==> config.mk <==
export PLATFORM = sky130hd
export DESIGN_NAME = umi_fifo_width
export DESIGN_NICKNAME = d
export VERILOG_FILES = /design/src/rtl/umi_fifo_width_pkg.sv /design/src/rtl/umi_width_split.sv /design/src/rtl/umi_fifo_width.sv
export SDC_FILE = /design/constraint.sdc
export NUM_CORES = 2
export LEC_CHECK = 0
export CAP_MARGIN = 40
export CORE_MARGIN = 4
export CORE_UTILIZATION = 25
export CTS_CLUSTER_DIAMETER = 80
export DETAILED_ROUTE_END_ITERATION = 8
export GPL_ROUTABILITY_DRIVEN = 0
export PLACE_DENSITY_LB_ADDON = 0.1
export SLEW_MARGIN = 20
export SYNTH_ARGS = -nofsm -noshare
export SYNTH_HDL_FRONTEND = slang
export SYNTH_SLANG_ARGS = --single-unit
==> constraint.sdc <==
create_clock -name clk -period 21.8 [get_ports clk]
set_input_delay 4.36 -clock clk [delete_from_list [all_inputs] [get_ports clk]]
set_output_delay 4.36 -clock clk [all_outputs]
set_load 0.02 [all_outputs]
==> src/rtl/umi_fifo_width_pkg.sv <==
// Shared UMI command field layout, split-eligible opcodes and packet size helper
// for the width-converting UMI FIFO.
package umi_fifo_width_pkg;

  // Command field positions
  localparam int OPCODE_LSB = 0;
  localparam int OPCODE_W   = 5;
  localparam int SIZE_LSB   = 5;
  localparam int SIZE_W     = 3;
  localparam int LEN_LSB    = 8;
  localparam int LEN_W      = 8;
  localparam int EOM_BIT    = 22;

  // Opcodes whose payload may be split across narrower output beats
  localparam logic [OPCODE_W-1:0] UMI_RESP_READ  = 5'h02;
  localparam logic [OPCODE_W-1:0] UMI_REQ_WRITE  = 5'h03;
  localparam logic [OPCODE_W-1:0] UMI_REQ_POSTED = 5'h05;

  // Byte count width: (255+1) << 7 = 32768 needs 16 bits, one spare
  localparam int BW = 17;

  // Packet bytes B = (len+1) << size
  function automatic logic [BW-1:0] umi_bytes(input logic [SIZE_W-1:0] size,
                                              input logic [LEN_W-1:0]  len);
    umi_bytes = (BW'(len) + BW'(1)) << size;
  endfunction

endpackage

==> src/rtl/umi_width_split.sv <==
// Combinational chunk generator: given a stored UMI packet and the byte offset
// of the chunk being presented, produce that chunk's cmd, addresses and data,
// and flag whether it is the final chunk of the packet.
module umi_width_split
  import umi_fifo_width_pkg::*;
#(
  parameter int CW  = 32,
  parameter int IAW = 64,
  parameter int IDW = 512,
  parameter int OAW = 64,
  parameter int ODW = 512
) (
  input  logic [CW-1:0]  cmd,
  input  logic [IAW-1:0] dstaddr,
  input  logic [IAW-1:0] srcaddr,
  input  logic [IDW-1:0] data,
  input  logic [BW-1:0]  offset,
  output logic [CW-1:0]  out_cmd,
  output logic [OAW-1:0] out_dstaddr,
  output logic [OAW-1:0] out_srcaddr,
  output logic [ODW-1:0] out_data,
  output logic           last
);

  localparam int C  = ODW / 8;
  localparam int XW = (IDW > ODW) ? IDW : ODW;
  localparam int AW = (IAW > OAW) ? IAW : OAW;

  logic [OPCODE_W-1:0] opcode;
  logic [SIZE_W-1:0]   size;
  logic [LEN_W-1:0]    len;
  logic [BW-1:0]       bytes;
  logic [BW-1:0]       cap;
  logic [BW-1:0]       remain;
  logic [BW-1:0]       off_eff;
  logic                split;
  logic [XW-1:0]       data_x;
  logic [AW-1:0]       dst_x;
  logic [AW-1:0]       src_x;

  // Decide whether the packet splits, then shape the current chunk
  always_comb begin
    opcode  = cmd[OPCODE_LSB +: OPCODE_W];
    size    = cmd[SIZE_LSB +: SIZE_W];
    len     = cmd[LEN_LSB +: LEN_W];
    bytes   = umi_bytes(size, len);
    cap     = BW'(C);
    remain  = bytes - offset;
    split   = ((opcode == UMI_RESP_READ) || (opcode == UMI_REQ_WRITE) ||
               (opcode == UMI_REQ_POSTED)) &&
              (bytes > cap) && ((BW'(1) << size) <= cap);
    out_cmd = cmd;
    last    = 1'b1;
    off_eff = '0;
    if (split) begin
      // offset is always a multiple of C, so remain is a whole number of words
      last    = (remain <= cap);
      off_eff = offset;
      if (last) begin
        out_cmd[LEN_LSB +: LEN_W] = LEN_W'((remain >> size) - BW'(1));
      end else begin
        out_cmd[LEN_LSB +: LEN_W] = LEN_W'((cap >> size) - BW'(1));
        out_cmd[EOM_BIT]          = 1'b0;
      end
    end
    dst_x       = AW'(dstaddr) + AW'(off_eff);
    src_x       = AW'(srcaddr) + AW'(off_eff);
    data_x      = XW'(data) >> {off_eff, 3'b000};
    out_dstaddr = dst_x[OAW-1:0];
    out_srcaddr = src_x[OAW-1:0];
    out_data    = data_x[ODW-1:0];
  end

endmodule

==> src/rtl/umi_fifo_width.sv <==
// Single-clock UMI packet FIFO with IDW -> ODW width conversion. Whole input
// packets are stored; wide data packets leave as several consecutive chunks and
// the entry is released only after its last chunk is accepted.
module umi_fifo_width
  import umi_fifo_width_pkg::*;
#(
  parameter int CW    = 32,
  parameter int IAW   = 64,
  parameter int IDW   = 512,
  parameter int OAW   = 64,
  parameter int ODW   = 512,
  parameter int DEPTH = 4
) (
  input  logic           clk,
  input  logic           nreset,
  input  logic           umi_in_valid,
  output logic           umi_in_ready,
  input  logic [CW-1:0]  umi_in_cmd,
  input  logic [IAW-1:0] umi_in_dstaddr,
  input  logic [IAW-1:0] umi_in_srcaddr,
  input  logic [IDW-1:0] umi_in_data,
  output logic           umi_out_valid,
  input  logic           umi_out_ready,
  output logic [CW-1:0]  umi_out_cmd,
  output logic [OAW-1:0] umi_out_dstaddr,
  output logic [OAW-1:0] umi_out_srcaddr,
  output logic [ODW-1:0] umi_out_data,
  output logic           fifo_full,
  output logic           fifo_empty
);

  localparam int AW = $clog2(DEPTH);
  localparam int PW = AW + 1;
  localparam int C  = ODW / 8;

  logic [CW-1:0]  mem_cmd [DEPTH];
  logic [IAW-1:0] mem_dst [DEPTH];
  logic [IAW-1:0] mem_src [DEPTH];
  logic [IDW-1:0] mem_data[DEPTH];

  logic [PW-1:0]  wr_ptr;
  logic [PW-1:0]  rd_ptr;
  logic [BW-1:0]  offset;
  logic           push;
  logic           beat;

  logic [CW-1:0]  s_cmd;
  logic [OAW-1:0] s_dst;
  logic [OAW-1:0] s_src;
  logic [ODW-1:0] s_data;
  logic           s_last;

  // Pointer-derived status; ready is held low while in reset
  always_comb begin
    fifo_empty    = (wr_ptr == rd_ptr);
    fifo_full     = (wr_ptr[PW-1] != rd_ptr[PW-1]) &&
                    (wr_ptr[AW-1:0] == rd_ptr[AW-1:0]);
    umi_in_ready  = nreset & ~fifo_full;
    umi_out_valid = ~fifo_empty;
    push          = umi_in_valid & umi_in_ready;
    beat          = umi_out_valid & umi_out_ready;
  end

  // Payload storage, written on push
  always_ff @(posedge clk) begin
    if (push) begin
      mem_cmd[wr_ptr[AW-1:0]]  <= umi_in_cmd;
      mem_dst[wr_ptr[AW-1:0]]  <= umi_in_dstaddr;
      mem_src[wr_ptr[AW-1:0]]  <= umi_in_srcaddr;
      mem_data[wr_ptr[AW-1:0]] <= umi_in_data;
    end
  end

  // Write pointer advances on each accepted input packet
  always_ff @(posedge clk or negedge nreset) begin
    if (!nreset) begin
      wr_ptr <= '0;
    end else if (push) begin
      wr_ptr <= wr_ptr + PW'(1);
    end
  end

  // Read side walks chunk offsets and pops only after the last chunk
  always_ff @(posedge clk or negedge nreset) begin
    if (!nreset) begin
      rd_ptr <= '0;
      offset <= '0;
    end else if (beat) begin
      if (s_last) begin
        rd_ptr <= rd_ptr + PW'(1);
        offset <= '0;
      end else begin
        offset <= offset + BW'(C);
      end
    end
  end

  umi_width_split #(
    .CW  (CW),
    .IAW (IAW),
    .IDW (IDW),
    .OAW (OAW),
    .ODW (ODW)
  ) u_split (
    .cmd         (mem_cmd[rd_ptr[AW-1:0]]),
    .dstaddr     (mem_dst[rd_ptr[AW-1:0]]),
    .srcaddr     (mem_src[rd_ptr[AW-1:0]]),
    .data        (mem_data[rd_ptr[AW-1:0]]),
    .offset      (offset),
    .out_cmd     (s_cmd),
    .out_dstaddr (s_dst),
    .out_srcaddr (s_src),
    .out_data    (s_data),
    .last        (s_last)
  );

  // Output fields read as zero whenever nothing is presented (including reset)
  always_comb begin
    umi_out_cmd     = umi_out_valid ? s_cmd  : '0;
    umi_out_dstaddr = umi_out_valid ? s_dst  : '0;
    umi_out_srcaddr = umi_out_valid ? s_src  : '0;
    umi_out_data    = umi_out_valid ? s_data : '0;
  end

endmodule

### Word-level counts from Yosys, hierarchy flattened

Memories as Yosys holds them, arrays and structs flattened.
Cells that the tools add are included.

* shift-type cells: 5
* bitwise operators: 5
* reductions and logical operators: 6
* order comparisons: 3
* add/subtract/negate cells: 9
* muxes and demuxes: 13
* eq/ne operators: 6

Operators with widths (number)
* 512-bit two-way mux: 1
* 512-bit by 20-bit right shift with 512-bit output: 1
* 64-bit by 17-bit adder with 64-bit output: 2
* 64-bit two-way mux: 2
* 17-bit by 7-bit <= comparator with 1-bit output (second input constant): 2
* 17-bit two-way mux: 2
* 32-bit two-way mux: 1
* 17-bit by 7-bit adder with 17-bit output (second input constant): 1
* 17-bit by 7-bit > comparator with 1-bit output (second input constant): 1
* 1-bit by 3-bit << shifter with 17-bit output (first input constant): 1
* 17-bit by 3-bit << shifter with 17-bit output: 1
* 17-bit by 3-bit right shift with 8-bit output: 1
* 17-bit subtractor: 1
* 8-bit two-way mux: 2
* 8-bit by 1-bit subtractor with 8-bit output (second input constant): 2
* 5-bit by 2-bit == test with 1-bit output (second input constant): 2
* 8-bit by 1-bit adder with 9-bit output (second input constant): 1
* 7-bit by 3-bit right shift with 8-bit output (first input constant): 1
* 3-bit by 1-bit adder with 3-bit output (second input constant): 2
* 5-bit by 3-bit == test with 1-bit output (second input constant): 1
* 1-bit two-way mux: 5
* 1-bit bitwise AND: 3
* 3-bit == test: 1
* 1-bit logical AND: 3
* 5 further kinds: 7

* memories kept: 4
* bits in registers: 23
* logic and storage cells: 54
* input bits: 676
* bits in writable memories: 2688

Memory list
* mem_data: depth 4, bits a word 512, read ports 1, clocked after memory_dff 0, wr ports 1, line umi_fifo_width.sv:39 `logic [IDW-1:0] mem_data[DEPTH];`
* mem_dst: depth 4, bits a word 64, read ports 1, clocked after memory_dff 0, wr ports 1, line umi_fifo_width.sv:37 `logic [IAW-1:0] mem_dst [DEPTH];`
* mem_src: depth 4, bits a word 64, read ports 1, clocked after memory_dff 0, wr ports 1, line umi_fifo_width.sv:38 `logic [IAW-1:0] mem_src [DEPTH];`
* mem_cmd: depth 4, bits a word 32, read ports 1, clocked after memory_dff 0, wr ports 1, line umi_fifo_width.sv:36 `logic [CW-1:0] mem_cmd [DEPTH];`

### Logic depth before layout (Yosys ltp)

An unclocked memory read counts as a cell.

* depth after elaboration: 9
* depth in mapped cells: 32

### Modules after synthesis

From an unflattened synthesis, not the netlist that was laid out.

* cells, all modules: 11218
* area total of the unflattened synthesis: 143381.3 µm²

By module, submodules not included
* umi_fifo_width: cells an instance 4360, seq. area each 81142.8 µm², area an instance 102036.6 µm², instances 1
* umi_width_split: cells an instance 6858, seq. area each 0.0 µm², area an instance 41344.7 µm², instances 1

### Worst setup path after synthesis

OpenSTA, ideal clock, no wires.

* path kind: input-to-reg
* start: input nreset
* end: memory mem_cmd[3][0], enable pin
* arrival: 20.100 ns
* stages on the path: 3
* path slack: 0.566 ns
* path buffers: 1
* path through: and2_1 clkbuf_1 and3_1

* word-level cells in the longest chain between the ends: 4

Ends and longest elaborated chain
* start: declaration: line umi_fifo_width.sv:15 `input logic nreset,`
* 1-bit bitwise AND: line umi_fifo_width.sv:58 `umi_in_ready = nreset & ~fifo_full;`
* via umi_in_ready: line umi_fifo_width.sv:17 `output logic umi_in_ready,`
* 1-bit bitwise AND: line umi_fifo_width.sv:60 `push = umi_in_valid & umi_in_ready;`
* 1-bit two-way mux: line umi_fifo_width.sv:66 `if (push) begin`
* 1-bit two-way mux (not written as such): line umi_fifo_width.sv:67 `mem_cmd[wr_ptr[AW-1:0]] <= umi_in_cmd;`
* end: declaration: line umi_fifo_width.sv:36

The timed path passes the listed nets, and every way through them passes these cells.

### Worst setup path in the final report

* start: register rd_ptr[0]
* end: output umi_out_srcaddr[29]

* word-level cells in the longest chain between the ends: 9
* elaborated cells on any way between the ends: 18
* those cells by class: add/sub (2); order compare (2); eq/ne (4); shift (2); mux (2); reduce/logical (4); memory (2)

Ends and longest elaborated chain
* start: declaration: line umi_fifo_width.sv:42 `logic [PW-1:0] rd_ptr;`
* start signal: assignment: line umi_fifo_width.sv:90 `rd_ptr <= rd_ptr + PW'(1);`
* memory read 4 x 32 bit
* 8-bit by 1-bit adder with 9-bit output or 5-bit by 2-bit == test with 1-bit output (tied branches): line umi_fifo_width_pkg.sv:25, umi_width_split.sv:49
* 17-bit by 3-bit << shifter with 17-bit output or 1-bit logical OR (tied branches): line umi_fifo_width_pkg.sv:25, umi_width_split.sv:49
* 17-bit by 7-bit > comparator with 1-bit output or 1-bit logical OR (tied branches): line umi_width_split.sv:51, umi_width_split.sv:49
* 1-bit logical AND: line umi_width_split.sv:50 `(opcode == UMI_REQ_POSTED)) &&`
* 1-bit logical AND: line umi_width_split.sv:51 `(bytes > cap) && ((BW'(1) << size) <= cap);`
* 17-bit two-way mux: line umi_width_split.sv:55 `if (split) begin`
* 64-bit by 17-bit adder with 64-bit output: line umi_width_split.sv:67 `src_x = AW'(srcaddr) + AW'(off_eff);`
* 64-bit two-way mux (*): line umi_fifo_width.sv:121 `umi_out_srcaddr = umi_out_valid ? s_src : '0;`
* end: declaration: line umi_fifo_width.sv:26 `output logic [OAW-1:0] umi_out_srcaddr,`

Every way passes the cells marked *; elsewhere a longest branch is shown, timed or not.

==> flow_metrics.env <==
export IMPL_rsz0062_at_grt="false"
export IMPL_synth_area_sq_um=108000
export IMPL_cts_root_buf="clkbuf_16"
export IMPL_synth_edff_count=2688
export IMPL_crit_type="flip-flop to output port"
export IMPL_tritoncts="built"
export IMPL_via_count=59200
export IMPL_synthDistinctLibCells=90
export IMPL_slowest_delay_ns=0.87
export IMPL_finalNetCount=7593
export IMPL_numPortBuffers=1351
export IMPL_grt_use_total=0.162
export IMPL_synthTopCellsByCount="edfxtp_1 (2688), mux4_2 (668), and3_1 (534), clkbuf_1 (227), nor2_1 (150)"
export IMPL_yosysTopAreaCellShare=0.747
export IMPL_end_kind="output port"
export IMPL_reg2reg_slack_ns=14.82
export IMPL_switching_share=0.380
export IMPL_grt_remaining_overflow=0
export IMPL_clkLatencyLatePin_ns=0.94
export IMPL_wire_per_inst_um=28.8
export IMPL_routed_via_density=4.59
export IMPL_p_comb_frac=0.474
export IMPL_required_ns=17.44
export IMPL_internal_power_mw=13.8
export IMPL_maxSlewHeadroom=0.295
export IMPL_cts_buffers=328
export IMPL_worst_path_most_repeated_cell="a21oi_1"
export IMPL_path_delay_family="compound AO/OA/AOI/OAI gates"
export IMPL_grt_pass1_wl_um=508000
export IMPL_cts_hold_buf=0
export IMPL_die_w_um=666
export IMPL_tns_ns=0
export IMPL_async_reset_ff_frac=0.00628
export IMPL_post_cts_buffers=0
export IMPL_first_global_vias=61400
export IMPL_seq_area_sq_um=81200
export IMPL_dr_pass1_iters=5
export IMPL_maxCapViolations=0
export IMPL_r2r_start="rd_ptr[1]$_DFFE_PN0P_"
export IMPL_hp_class="flip-flop to flip-flop"
export IMPL_ir_worst_vdd_mv=0.0945
export IMPL_totalWireLength_um=371000
export IMPL_ys_flop_type="edfxtp_1"
export IMPL_ys_warn_count=0
export IMPL_place_ws_ns=9.03
export IMPL_cp_slowest_cell="dfrtp_4"
export IMPL_clk_path_buf_depth=4
export IMPL_setup_violations=0
export IMPL_start_util=0.251
export IMPL_hpwl_um=249000
export IMPL_holdPathEnd="wr_ptr[2]$_DFFE_PN0P_"
export IMPL_yosysSeqAreaShare=0.751
export IMPL_tightest_slew_ns=1.06
export IMPL_reg2reg_to="mem_data[1][262]$_DFFE_PP_"
export IMPL_min_period_ns=13.54
export IMPL_arrival_ns=9.18
export IMPL_ys_seq_elements=2705
export IMPL_fill_cells=41300
export IMPL_power_share_sequential=0.293
export IMPL_grt_max_degree=158
export IMPL_drc=0
export IMPL_drt_iter0_drc=4142
export IMPL_power_switching_mw=8.48
export IMPL_crit_fanout=32
export IMPL_critPathBufInv=5
export IMPL_pwr_share_clk=0.233
export IMPL_antenna_found_initial=237
export IMPL_yosys_top_cells_area="edfxtp_1 (75%), mux4_2 (14%), and3_1 (3.1%)"
export IMPL_slew_violations=0
export IMPL_syn_inst=5361
export IMPL_rows=241
export IMPL_syn_area_per_cell_sq_um=20.2
export IMPL_ctsResizeCount=0
export IMPL_power_density_nw_per_um2=160
export IMPL_clk_pin_slew_ns=0.05
export IMPL_pin_count=1352
export IMPL_p_leak_nw=45.2
export IMPL_finalHoldViolCount=0
export IMPL_min_from="wr_ptr[2]$_DFFE_PN0P_"
export IMPL_multi_input_area_sq_um=25400
export IMPL_start_kind="flip-flop"
export IMPL_syn2layout_area_growth_pct=29.1
export IMPL_yosysMostFrequentCell="edfxtp_1"
export IMPL_die_h_um=666
export IMPL_finClkSkew_ns=0.0459
export IMPL_drive_above_1_share=0.186
export IMPL_synth_area_leader_cell="edfxtp_1"
export IMPL_die_area_sq_um=443000
export IMPL_r2r_cells=14
export IMPL_core_area_sq_um=431000
export IMPL_cts_sinks=2705
export IMPL_fin_ws_ns=8.26
export IMPL_hold_path_depth=1
export IMPL_status="complete, no violations"
export IMPL_fin_crit_sh=0.621
export IMPL_p_total_mw=22.3
export IMPL_crit_chain="mux4_2, ha_1, nand3_1, a31oi_1, o21ai_0, a21oi_1, nor4_1, a22oi_1, a211oi_1, a21oi_2, buf_4, inv_2, nor2_1, ha_1, inv_1, o21ai_0, a21oi_1, nand2b_1, a211oi_1, nor3_2, buf_4, or4_1, a21oi_1, clkdlybuf4s50_1"
export IMPL_postRouteAntennaNets=0
export IMPL_fmax_mhz=73.8
export IMPL_ctsHtreeMaxLevel=5
-- cells in the final DEF (no fill, tap or decap), drive strengths merged, types with 13 or more instances in the layout --
| cell type | instances |
|---|---|
| clkbuf | 413 |
| nand4 | 31 |
| inv | 85 |
| a211oi | 13 |
| edfxtp | 2688 |
| mux2i | 32 |
| o31ai | 17 |
| nor3 | 42 |
| or2 | 15 |
| xnor2 | 70 |
| bufinv | 16 |
| diode | 55 |
| nand3 | 36 |
| nand2 | 129 |
| dfrtp | 17 |
| buf | 138 |
| ha | 54 |
| clkdlybuf4s50 | 1351 |
| a21oi | 90 |
| o21ai | 58 |
| and3 | 534 |
| mux4 | 668 |
| xor2 | 26 |
| clkinv | 136 |
| nor4 | 46 |
| conb | 16 |
| and2 | 41 |
| nor2 | 151 |
| or3 | 23 |
-- logic make-up after synthesis --
family	synth area share
xor gates and xnor gates	0.00785
DFF	0.751
adders and majority gates	0.00662
other	0.0000695
and+or+nand+nor	0.0587
muxes	0.143
buffers and inverters	0.0161
AOI/OAI and AO/OA	0.0168
-- state kept, by name, summed over array words and instances, names as in the netlist --
name      flops
mem_cmd     128
mem_data   2048
mem_dst     256
mem_src     256
offset       11
rd_ptr        3
wr_ptr        3
-- power groups by stage --
stage,Clock (mW),Combinational [mW],Sequential (mW)
global route,5.63,11.2,6.58
finish,5.20,10.6,6.53
CTS,5.41,10.8,6.55
detailed placement,0,10.8,6.65
floorplan,0,5.65,7.09
global placement,0,10.7,6.63
-- metal layers --
| layer | wire length, um | global-route usage | up-vias |
|---|---|---|---|
| met4 | 10500 | 0.0410 | 146 |
| met2 | 184000 | 0.278 | 1965 |
| met5 | 987 | 0 | - |
| met3 | 31400 | 0.0576 | 733 |
| met1 | 144000 | 0.192 | 31000 |
| li1 | - | - | 25300 |
-- worst max path at each step --
stage	startpoint	to	slack, ns	cells after the start
2_1_floorplan	nreset	mem_cmd[3][0]$_DFFE_PP_	0.57	3
3_3_place_gp	rd_ptr[0]$_DFFE_PN0P_	umi_out_cmd[14]	8.83	25
3_5_place_dp	rd_ptr[0]$_DFFE_PN0P_	umi_out_srcaddr[29]	9.03	24
4_1_cts	rd_ptr[0]$_DFFE_PN0P_	umi_out_srcaddr[29]	7.91	24
5_1_grt	rd_ptr[0]$_DFFE_PN0P_	umi_out_cmd[14]	7.34	25
6_report	rd_ptr[0]$_DFFE_PN0P_	umi_out_srcaddr[29]	8.26	24
-- final cells by class --
type | instances | share of cell area
Antenna cell | 55 | 0.000986
Clock buffer | 413 | 0.0619
Clock inverter | 174 | 0.0110
Inverter | 68 | 0.00186
Multi-Input combinational cell | 2269 | 0.182
Sequential cell | 2705 | 0.581
Tap cell | 5710 | 0.0512
Timing Repair Buffer | 1489 | 0.110
-- metrics by stage --
step                area, sq um  std cells  hold slack (ns)  utilization
global route             139000      12800            0.492        0.324
CTS                      139000      12800            0.486        0.323
detailed placement       129000      12200            0.477        0.300
floorplan                108000       5375            0.461            -
global placement         128000      12200            0.473        0.298
finish                   140000      12900            0.481        0.324
Power figures use the tool's default switching activity.
